### config.mk
export PLATFORM = sky130hd
export DESIGN_NAME = apb_rr_arbiter_flat
export DESIGN_NICKNAME = d
export VERILOG_FILES = /design/src/rtl/apb_rr_arbiter_pkg.sv /design/src/rtl/apb_rr_arbiter_if.sv /design/src/rtl/apb_rr_arbiter_picker.sv /design/src/rtl/apb_rr_arbiter.sv /design/src/flat_wrapper.sv
export SDC_FILE = /design/constraint.sdc
export NUM_CORES = 1
export LEC_CHECK = 0
export BUFFER_PORTS_ARGS = -buffer_cell sky130_fd_sc_hd__buf_2
export CORE_AREA = 4 4 99 101
export CTS_CLUSTER_SIZE = 14
export DETAILED_ROUTE_END_ITERATION = 7
export DIE_AREA = 0 0 103 105
export GPL_TIMING_DRIVEN = 0
export PLACE_DENSITY = 0.82
export SYNTH_ARGS = -nofsm -noshare
export SYNTH_HDL_FRONTEND = slang
export SYNTH_SLANG_ARGS = --single-unit
### constraint.sdc
create_clock -name clk -period 4.6 [get_ports clk]
set_input_delay 0.92 -clock clk [delete_from_list [all_inputs] [get_ports clk]]
set_output_delay 0.92 -clock clk [all_outputs]
set_load 0.005 [all_outputs]
### src/rtl/apb_rr_arbiter_pkg.sv
// -----------------------------------------------------------------------------
// vmicro16_apb_pkg
//   Shared definitions for the round-robin APB arbiter: the transfer FSM state
//   encoding, reset values, the data word returned to a requester when the
//   watchdog aborts a transfer, and a sizing helper for the watchdog counter.
//   No ports (package).
// -----------------------------------------------------------------------------
package vmicro16_apb_pkg;

    typedef enum logic [1:0] {
        ST_IDLE   = 2'd0,
        ST_SETUP  = 2'd1,
        ST_ACCESS = 2'd2
    } apb_state_e;

    localparam apb_state_e RST_STATE = ST_IDLE;

    // Widest bus the abort constant covers; the arbiter slices what it needs.
    localparam int                       MAX_BUS_WIDTH = 64;
    localparam logic [MAX_BUS_WIDTH-1:0] ABORT_DATA    = '1;

    // Counter must be able to hold TIMEOUT itself; keep at least one bit so a
    // disabled watchdog (TIMEOUT = 0) still elaborates cleanly.
    function automatic int wdt_width(input int timeout);
        return (timeout > 0) ? $clog2(timeout + 1) : 1;
    endfunction

endpackage

### src/rtl/apb_rr_arbiter_if.sv
// -----------------------------------------------------------------------------
// apb_rr_arbiter_if
//   APB bundle carrying PORTS side-by-side requester lanes; lane i occupies
//   slice [i*BUS_WIDTH +: BUS_WIDTH] of the wide fields and bit i of the
//   1-bit fields. Used with PORTS = MASTER_PORTS on the core side and
//   PORTS = 1 on the shared interconnect side.
//   Signals : PADDR, PWRITE, PSELx, PENABLE, PWDATA  (master -> slave)
//             PRDATA, PREADY                         (slave  -> master)
//   Modports: master (drives the request), slave (answers it)
// -----------------------------------------------------------------------------
interface apb_rr_arbiter_if #(
    parameter int BUS_WIDTH = 16,
    parameter int PORTS     = 1
) ();

    logic [PORTS*BUS_WIDTH-1:0] PADDR;
    logic [PORTS-1:0]           PWRITE;
    logic [PORTS-1:0]           PSELx;
    logic [PORTS-1:0]           PENABLE;
    logic [PORTS*BUS_WIDTH-1:0] PWDATA;
    logic [PORTS*BUS_WIDTH-1:0] PRDATA;
    logic [PORTS-1:0]           PREADY;

    modport master (
        output PADDR, PWRITE, PSELx, PENABLE, PWDATA,
        input  PRDATA, PREADY
    );

    modport slave (
        input  PADDR, PWRITE, PSELx, PENABLE, PWDATA,
        output PRDATA, PREADY
    );

endinterface

### src/rtl/apb_rr_arbiter_picker.sv
// -----------------------------------------------------------------------------
// rr_priority_picker
//   Combinational round-robin selector. Returns the first set request bit
//   found searching upward from i_last+1 with wrap-around, so the previously
//   granted requester is considered last.
//   i_req   in  MASTER_PORTS  request vector
//   i_last  in  IDX_W         index granted most recently
//   o_idx   out IDX_W         chosen index (0 when nothing requested)
//   o_valid out 1             at least one request present
// -----------------------------------------------------------------------------
module rr_priority_picker
    import vmicro16_apb_pkg::*;
#(
    parameter  int MASTER_PORTS = 4,
    localparam int IDX_W        = $clog2(MASTER_PORTS)
) (
    input  logic [MASTER_PORTS-1:0] i_req,
    input  logic [IDX_W-1:0]        i_last,
    output logic [IDX_W-1:0]        o_idx,
    output logic                    o_valid
);

    always_comb begin
        logic [IDX_W-1:0] w_cand;
        w_cand  = '0;
        o_idx   = '0;
        o_valid = 1'b0;
        // Scan from the farthest candidate (i_last itself) back toward
        // i_last+1; later hits overwrite earlier ones, so the nearest wins.
        for (int k = MASTER_PORTS; k >= 1; k--) begin
            w_cand = IDX_W'((int'(i_last) + k) % MASTER_PORTS);
            if (i_req[w_cand]) begin
                o_idx   = w_cand;
                o_valid = 1'b1;
            end
        end
    end

endmodule

### src/rtl/apb_rr_arbiter.sv
// -----------------------------------------------------------------------------
// apb_rr_arbiter
//   Shares one APB master port between MASTER_PORTS requesting cores using
//   round-robin priority. A chosen request is latched and replayed on the
//   shared port as SETUP then ACCESS; completion (PREADY/PRDATA) is routed
//   back only to the granted core. A watchdog aborts an ACCESS phase that has
//   waited TIMEOUT cycles, returning all-ones data and pulsing ERR_TIMEOUT.
//   clk          in   clock, rising edge
//   reset        in   asynchronous, active-low reset
//   s_apb        slave  modport, MASTER_PORTS requester lanes
//   m_apb        master modport, shared interconnect port (one lane)
//   GRANT        out  index of the current or last granted requester
//   ERR_TIMEOUT  out  one-cycle pulse when the watchdog aborts a transfer
// -----------------------------------------------------------------------------
module apb_rr_arbiter
    import vmicro16_apb_pkg::*;
#(
    parameter int BUS_WIDTH    = 16,
    parameter int MASTER_PORTS = 4,
    parameter int TIMEOUT      = 255
) (
    input  logic                            clk,
    input  logic                            reset,
    apb_rr_arbiter_if.slave                 s_apb,
    apb_rr_arbiter_if.master                m_apb,
    output logic [$clog2(MASTER_PORTS)-1:0] GRANT,
    output logic                            ERR_TIMEOUT
);

    localparam int              GW        = $clog2(MASTER_PORTS);
    localparam int              WW        = wdt_width(TIMEOUT);
    localparam logic [GW-1:0]   RST_LAST  = GW'(MASTER_PORTS - 1);
    localparam logic [WW-1:0]   WDT_LIMIT = WW'(TIMEOUT);

    apb_state_e                      r_state;
    apb_state_e                      w_state_nxt;
    logic [GW-1:0]                   r_grant;
    logic [GW-1:0]                   r_last;
    logic [BUS_WIDTH-1:0]            r_paddr;
    logic [BUS_WIDTH-1:0]            r_pwdata;
    logic                            r_pwrite;
    logic [WW-1:0]                   r_wdt;

    logic [GW-1:0]                   w_pick_idx;
    logic                            w_pick_valid;
    logic                            w_timeout;
    logic                            w_done;
    logic [MASTER_PORTS-1:0]         w_s_pready;
    logic [MASTER_PORTS*BUS_WIDTH-1:0] w_s_prdata;
    logic                            w_unused_penable;

    rr_priority_picker #(
        .MASTER_PORTS (MASTER_PORTS)
    ) u_picker (
        .i_req   (s_apb.PSELx),
        .i_last  (r_last),
        .o_idx   (w_pick_idx),
        .o_valid (w_pick_valid)
    );

    // Requester PENABLE carries no information here: the arbiter generates
    // its own SETUP/ACCESS sequence from PSELx alone.
    assign w_unused_penable = ^s_apb.PENABLE;

    // Abort only when the slave is still not ready in the cycle the count has
    // already reached TIMEOUT; a late PREADY in that same cycle still wins.
    assign w_timeout = (TIMEOUT != 0) && (r_state == ST_ACCESS)
                       && !m_apb.PREADY[0] && (r_wdt == WDT_LIMIT);

    always_ff @(posedge clk or negedge reset) begin
        if (!reset) begin
            r_state <= RST_STATE;
        end else begin
            r_state <= w_state_nxt;
        end
    end

    always_comb begin
        w_state_nxt = r_state;
        w_done      = 1'b0;
        w_s_pready  = '0;
        w_s_prdata  = '0;
        case (r_state)
            ST_IDLE: begin
                if (w_pick_valid) begin
                    w_state_nxt = ST_SETUP;
                end
            end
            ST_SETUP: begin
                w_state_nxt = ST_ACCESS;
            end
            ST_ACCESS: begin
                if (m_apb.PREADY[0] || w_timeout) begin
                    w_done      = 1'b1;
                    w_state_nxt = ST_IDLE;
                end
            end
            default: begin
                w_state_nxt = ST_IDLE;
            end
        endcase
        // Return path is combinational so the core sees completion in the
        // same cycle the shared slave signals it.
        if (w_done) begin
            w_s_pready[r_grant] = 1'b1;
            w_s_prdata[r_grant*BUS_WIDTH +: BUS_WIDTH] =
                m_apb.PREADY[0] ? m_apb.PRDATA : ABORT_DATA[BUS_WIDTH-1:0];
        end
    end

    always_ff @(posedge clk or negedge reset) begin
        if (!reset) begin
            r_grant  <= '0;
            r_last   <= RST_LAST;
            r_paddr  <= '0;
            r_pwdata <= '0;
            r_pwrite <= 1'b0;
            r_wdt    <= '0;
        end else begin
            // Latch the winner's request so later changes on its lane (even a
            // dropped PSELx) cannot disturb the transfer in flight.
            if ((r_state == ST_IDLE) && w_pick_valid) begin
                r_grant  <= w_pick_idx;
                r_last   <= w_pick_idx;
                r_paddr  <= s_apb.PADDR[w_pick_idx*BUS_WIDTH +: BUS_WIDTH];
                r_pwdata <= s_apb.PWDATA[w_pick_idx*BUS_WIDTH +: BUS_WIDTH];
                r_pwrite <= s_apb.PWRITE[w_pick_idx];
            end
            // SETUP is the only way into ACCESS, so clearing here clears on
            // entry; the count saturates at TIMEOUT instead of wrapping.
            if (r_state == ST_SETUP) begin
                r_wdt <= '0;
            end else if ((TIMEOUT != 0) && (r_state == ST_ACCESS)
                         && !m_apb.PREADY[0] && (r_wdt != WDT_LIMIT)) begin
                r_wdt <= r_wdt + WW'(1);
            end
        end
    end

    assign m_apb.PSELx   = (r_state != ST_IDLE);
    assign m_apb.PENABLE = (r_state == ST_ACCESS);
    assign m_apb.PADDR   = r_paddr;
    assign m_apb.PWRITE  = r_pwrite;
    assign m_apb.PWDATA  = r_pwdata;

    assign s_apb.PREADY  = w_s_pready;
    assign s_apb.PRDATA  = w_s_prdata;

    assign GRANT         = r_grant;
    assign ERR_TIMEOUT   = w_timeout;

endmodule

### src/flat_wrapper.sv
// flat-port wrapper written by rule: the top's interface ports become plain ports
module apb_rr_arbiter_flat import vmicro16_apb_pkg::*;
#(
    parameter int BUS_WIDTH    = 16,
    parameter int MASTER_PORTS = 4,
    parameter int TIMEOUT      = 255
)
  (clk, reset, GRANT, ERR_TIMEOUT, s_apb_PADDR, s_apb_PWRITE, s_apb_PSELx, s_apb_PENABLE, s_apb_PWDATA, s_apb_PRDATA, s_apb_PREADY, m_apb_PADDR, m_apb_PWRITE, m_apb_PSELx, m_apb_PENABLE, m_apb_PWDATA, m_apb_PRDATA, m_apb_PREADY);
  apb_rr_arbiter_if #(.BUS_WIDTH(BUS_WIDTH), .PORTS((4))) s_apb_i ();
  apb_rr_arbiter_if #(.BUS_WIDTH(BUS_WIDTH), .PORTS(1)) m_apb_i ();
  input  logic clk;
  input  logic reset;
  output logic [$clog2(MASTER_PORTS)-1:0] GRANT;
  output logic ERR_TIMEOUT;
  input wire logic [$bits(s_apb_i.PADDR)-1:0] s_apb_PADDR;
  input wire logic [$bits(s_apb_i.PWRITE)-1:0] s_apb_PWRITE;
  input wire logic [$bits(s_apb_i.PSELx)-1:0] s_apb_PSELx;
  input wire logic [$bits(s_apb_i.PENABLE)-1:0] s_apb_PENABLE;
  input wire logic [$bits(s_apb_i.PWDATA)-1:0] s_apb_PWDATA;
  output wire logic [$bits(s_apb_i.PRDATA)-1:0] s_apb_PRDATA;
  output wire logic [$bits(s_apb_i.PREADY)-1:0] s_apb_PREADY;
  output wire logic [$bits(m_apb_i.PADDR)-1:0] m_apb_PADDR;
  output wire logic [$bits(m_apb_i.PWRITE)-1:0] m_apb_PWRITE;
  output wire logic [$bits(m_apb_i.PSELx)-1:0] m_apb_PSELx;
  output wire logic [$bits(m_apb_i.PENABLE)-1:0] m_apb_PENABLE;
  output wire logic [$bits(m_apb_i.PWDATA)-1:0] m_apb_PWDATA;
  input wire logic [$bits(m_apb_i.PRDATA)-1:0] m_apb_PRDATA;
  input wire logic [$bits(m_apb_i.PREADY)-1:0] m_apb_PREADY;
  assign s_apb_i.PADDR = s_apb_PADDR;
  assign s_apb_i.PWRITE = s_apb_PWRITE;
  assign s_apb_i.PSELx = s_apb_PSELx;
  assign s_apb_i.PENABLE = s_apb_PENABLE;
  assign s_apb_i.PWDATA = s_apb_PWDATA;
  assign s_apb_PRDATA = s_apb_i.PRDATA;
  assign s_apb_PREADY = s_apb_i.PREADY;
  assign m_apb_PADDR = m_apb_i.PADDR;
  assign m_apb_PWRITE = m_apb_i.PWRITE;
  assign m_apb_PSELx = m_apb_i.PSELx;
  assign m_apb_PENABLE = m_apb_i.PENABLE;
  assign m_apb_PWDATA = m_apb_i.PWDATA;
  assign m_apb_i.PRDATA = m_apb_PRDATA;
  assign m_apb_i.PREADY = m_apb_PREADY;
  apb_rr_arbiter #(.BUS_WIDTH(BUS_WIDTH), .MASTER_PORTS(MASTER_PORTS), .TIMEOUT(TIMEOUT)) u_core (.clk(clk), .reset(reset), .s_apb(s_apb_i), .m_apb(m_apb_i), .GRANT(GRANT), .ERR_TIMEOUT(ERR_TIMEOUT));
endmodule
==> key figures <==
GRT
  – Gr ovfl total: 0
  – First-pass GRT wire length: 18,600 um
  – All-Layer GR Usage: between 20 and 25%
  – Vias in the first global route: 3,846
  – Largest net degree at the start of global routing: 48
  – Initial antenna violation count: 0

Finish
  – Area of the multi-input gates: 2010 um2
  – Fillers: 820
  – Share of layout cells above drive strength 1: 47.3%
  – Nets: 802
  – Antenna cells: 0
  – Area Growth Syn to Fin: 45.3%
  – Register area: 1180 um2
  – Commonest non-fill, non-tap cells in the layout: 268 x buf_2, 74 x nor2_1, 66 x mux2i_1, 45 x dfrtp_1, 40 x nand2_1
  – Utilization after layout: 54.2%
  – Commonest non-fill, non-tap cell in the layout: buf_2

Pwr
  – Tot Pwr: 2350 uW
  – Sw power: 1010 uW
  – Leakage: 0.00289 uW
  – Switch share: 43.0%
  – Power per cell area: 480 nW/um2
  – VDD IR-drop max: 272 uV
  – Logic pwr share: between 50% and 60%
  – P_int: 1340 uW
  – Sequential Power Share: 30.6%
  – Clock share of power: a little over a tenth

Clocking
  – CTS tree: done
  – H-tree level count: 2
  – CTS sink cnt: 47
  – Setup bufs post-CTS: 0
  – Post_cts resized: 0
  – CTS root buf: clkbuf_8
  – Worst-Skew Late Latency: 0.30 ns
  – Num CTS Buffers: 5
  – Hold Buf Count CTS: 0
  – Maximum clock insertion buffer count: 2
  – Clock transition at path regs: 0.10 ns

STA
  – Fin. Hold Viols: 0
  – Minimum clock period: 3.39 ns
  – Period Utilization, post-route: 73.8%
  – Total Neg Setup Slack: 0 ns
  – Worst slew pin tran: 1.08 ns
  – RSZ-0062 raised after global routing: false
  – Setup WS post-layout: 1.21 ns
  – Final Hold Slack: just under 0.5 ns
  – Clock Skew: 0.0121 ns
  – Headroom to the max-slew limit: 27.9%
  – Highest Clock Rate: 295 MHz
  – Finish-stage setup viols: 0
  – Slew Viols, Final: 0

Critical path
  – Crit-path cells: inv_1, ha_1, nor3_2, nand4b_2, buf_2, nor2_1, buf_2
  – R2R setup slack: about 2.4 ns
  – R2r worst-path depth: 7
  – Worst path slowest cell: dfrtp_1
  – Critical Path Fanout Max: 10
  – CP top delay family: simple AND/OR/NAND/NOR gates
  – Crit path top cell by count: buf_2
  – Worst Setup Start Kind: flip-flop
  – WP data required: 3.68 ns
  – Crit path largest cell delay: 0.53 ns
  – Crit path buf inv count: 3
  – Critical Path AT: 2.47 ns
  – Crit Path Category: reg -> out
  – CP Capture Type: output port
  – RR Startpoint: u_core.r_last[0]$_DFFE_PN1P_
  – Critical R2R Capture: u_core.m_apb.PWDATA[14]$_DFFE_PN0P_

Worst hold path
  – Hold depth: 2
  – Worst Hold End: u_core.m_apb.PWDATA[7]$_DFFE_PN0P_
  – HP Class: reg -> reg
  – Hold path startpoint: u_core.m_apb.PWDATA[7]$_DFFE_PN0P_

Detailed routing
  – M1 WL: 4050 um
  – Top layer in use: met4
  – Routed wire per std cell: 16.4 um
  – Met2 WL post-DR: 6690 um
  – DRC Markers: 0
  – DR vias: 3,776
  – Vias per cell: a little over 5
  – Drt first pass iters: 5
  – Antenna-violating nets left: 0
  – Final WL: about 12,000 um
  – DRT iter0 DRCs: 107
  – Wire length on met3: 1210 um

Yosys
  – Simple-Gate Fraction of Synth Area: 22.8%
  – Yosys top cell by area: dfrtp_1
  – Mapped Nets: 535
  – Post-synthesis mux area share: approximately a fifth
  – Synth Area in Compound Gates: 13.4%
  – Yosys Warn Count: 0
  – Synth Register Bits: 47
  – Yosys top cell area share: 33.5%
  – Post-Syn Area: roughly 3400 um2
  – Ys async rst share: 100%
  – Largest family of logic cells by synthesized area: simple AND/OR/NAND/NOR gates
  – Synth Area in XOR/XNOR: 1.04%
  – Register area share after synthesis: 35.0%
  – Post-synthesis adder-cell area fraction: 2.98%
  – Cells after synthesis: ~370
  – Synthesized area per cell: 9.14 um2
  – Post-synthesis cell type count: 37
  – Ys flop type: dfrtp_1
  – Largest cells by area after synthesis: dfrtp_1 33%, mux2i_1 20%, nor2_1 8.3%, o221ai_1 6.2%, nand2_1 4.5%
  – Post-synth EDFFs: 0

Floorplanning
  – Die height: 105 um
  – Die area: roughly 11,000 um2
  – Ports: 265
  – Width of the die: 103 um
  – Site Rows: 35
  – Starting Density: around 37%
  – Core footprint: 9020 um2

Placed design
  – PortBufs: 260
  – Detail Placement HPWL: 10,300 um
  – GPL Wtd Cong: between 0.8 and 0.9
  – Pre-CTS WS: 1.38 ns

Run status
  – Run status: finished clean

Run
  – Max Cap Viol: 0
==> area by class of cell <==
class / count / share of cell area [%]
Clock inverter: 2 / 0.256
Sequential cell: 47 / 24.1
Clock buffer: 6 / 1.48
Inverter: 5 / 0.384
Multi-Input combinational cell: 293 / 41.2
Tap cell: 111 / 2.84
Timing Repair Buffer: 260 / 26.6
Buffer: 23 / 3.12
==> stage by stage <==
stage / cell area [um2] / cells
after floorplan: 3360 / 368
after global placement: 4800 / 739
after detailed placement: 4800 / 739
after CTS: 4890 / 747
after global routing: 4890 / 747
final: 4890 / 747
==> registers in the layout (all words and copies together) (netlist names) <==
register / count
u_core.r_state: 2
u_core.r_last: 2
u_core.GRANT: 2
u_core.m_apb.PWDATA: 16
u_core.m_apb.PADDR: 16
u_core.r_wdt: 8
u_core.m_apb.PWRITE: 1
==> cells by family after synthesis <==
| family | Yosys count |
|---|---|
| AND/OR/NAND/NOR | 165 |
| multiplexers | 66 |
| AO/OA/AOI/OAI | 50 |
| flip-flops | 47 |
| buffers and inverters | 28 |
| adder cells (fa/ha/maj) | 8 |
| XOR/XNOR | 4 |
==> how the worst max path moves through the flow <==
stage / endpoint / start / slack (ns) / cells past startpoint
floorplan: s_apb_PRDATA[10] / m_apb_PREADY / 1.94 / 5
global placement: s_apb_PRDATA[7] / m_apb_PREADY / 1.38 / 7
detailed placement: s_apb_PRDATA[7] / m_apb_PREADY / 1.38 / 7
CTS: s_apb_PRDATA[55] / u_core.GRANT[0]$_DFFE_PN0P_ / 1.19 / 7
global route: s_apb_PRDATA[55] / u_core.GRANT[0]$_DFFE_PN0P_ / 0.94 / 7
finish: s_apb_PRDATA[60] / u_core.GRANT[0]$_DFFE_PN0P_ / 1.21 / 7
==> worst reg2reg max path: stages, from the launching register on <==
cell and delay [ns]:
dfstp_2 0.55, nand2b_1 0.14, a21oi_1 0.08, nor3_2 0.36, buf_4 0.31, buf_6 0.21
mux2i_1 0.25, o221ai_1 0.15
==> power by group through the flow <==
stage / registers [uW] / clock network (uW) / logic (uW)
floorplan: 720 / 0 / 892
global placement: 715 / 0 / 1350
detailed placement: 717 / 0 / 1400
CTS: 716 / 262 / 1400
global route: 746 / 285 / 1520
finish: 718 / 254 / 1380
==> Yosys cell counts, types with 3 or more instances <==
master,count
a21oi_1,6
and2_1,4
and3_1,3
buf_2,8
buf_6,7
clkbuf_1,6
dfrtp_1,45
ha_1,8
inv_1,4
mux2i_1,66
nand2_1,40
nand2b_1,6
nand3_1,6
nor2_1,74
nor2b_1,17
nor3_1,3
o21ai_1,4
o221ai_1,24
o221ai_2,10
==> layer usage <==
metal  GRT usage, %  up-vias
met1           21.1     1704
met5              0        -
met3           5.81       27
met2           43.3      206
met4           6.85        0
li1               -     1839
No activity file was read; power rests on OpenSTA's default activity.
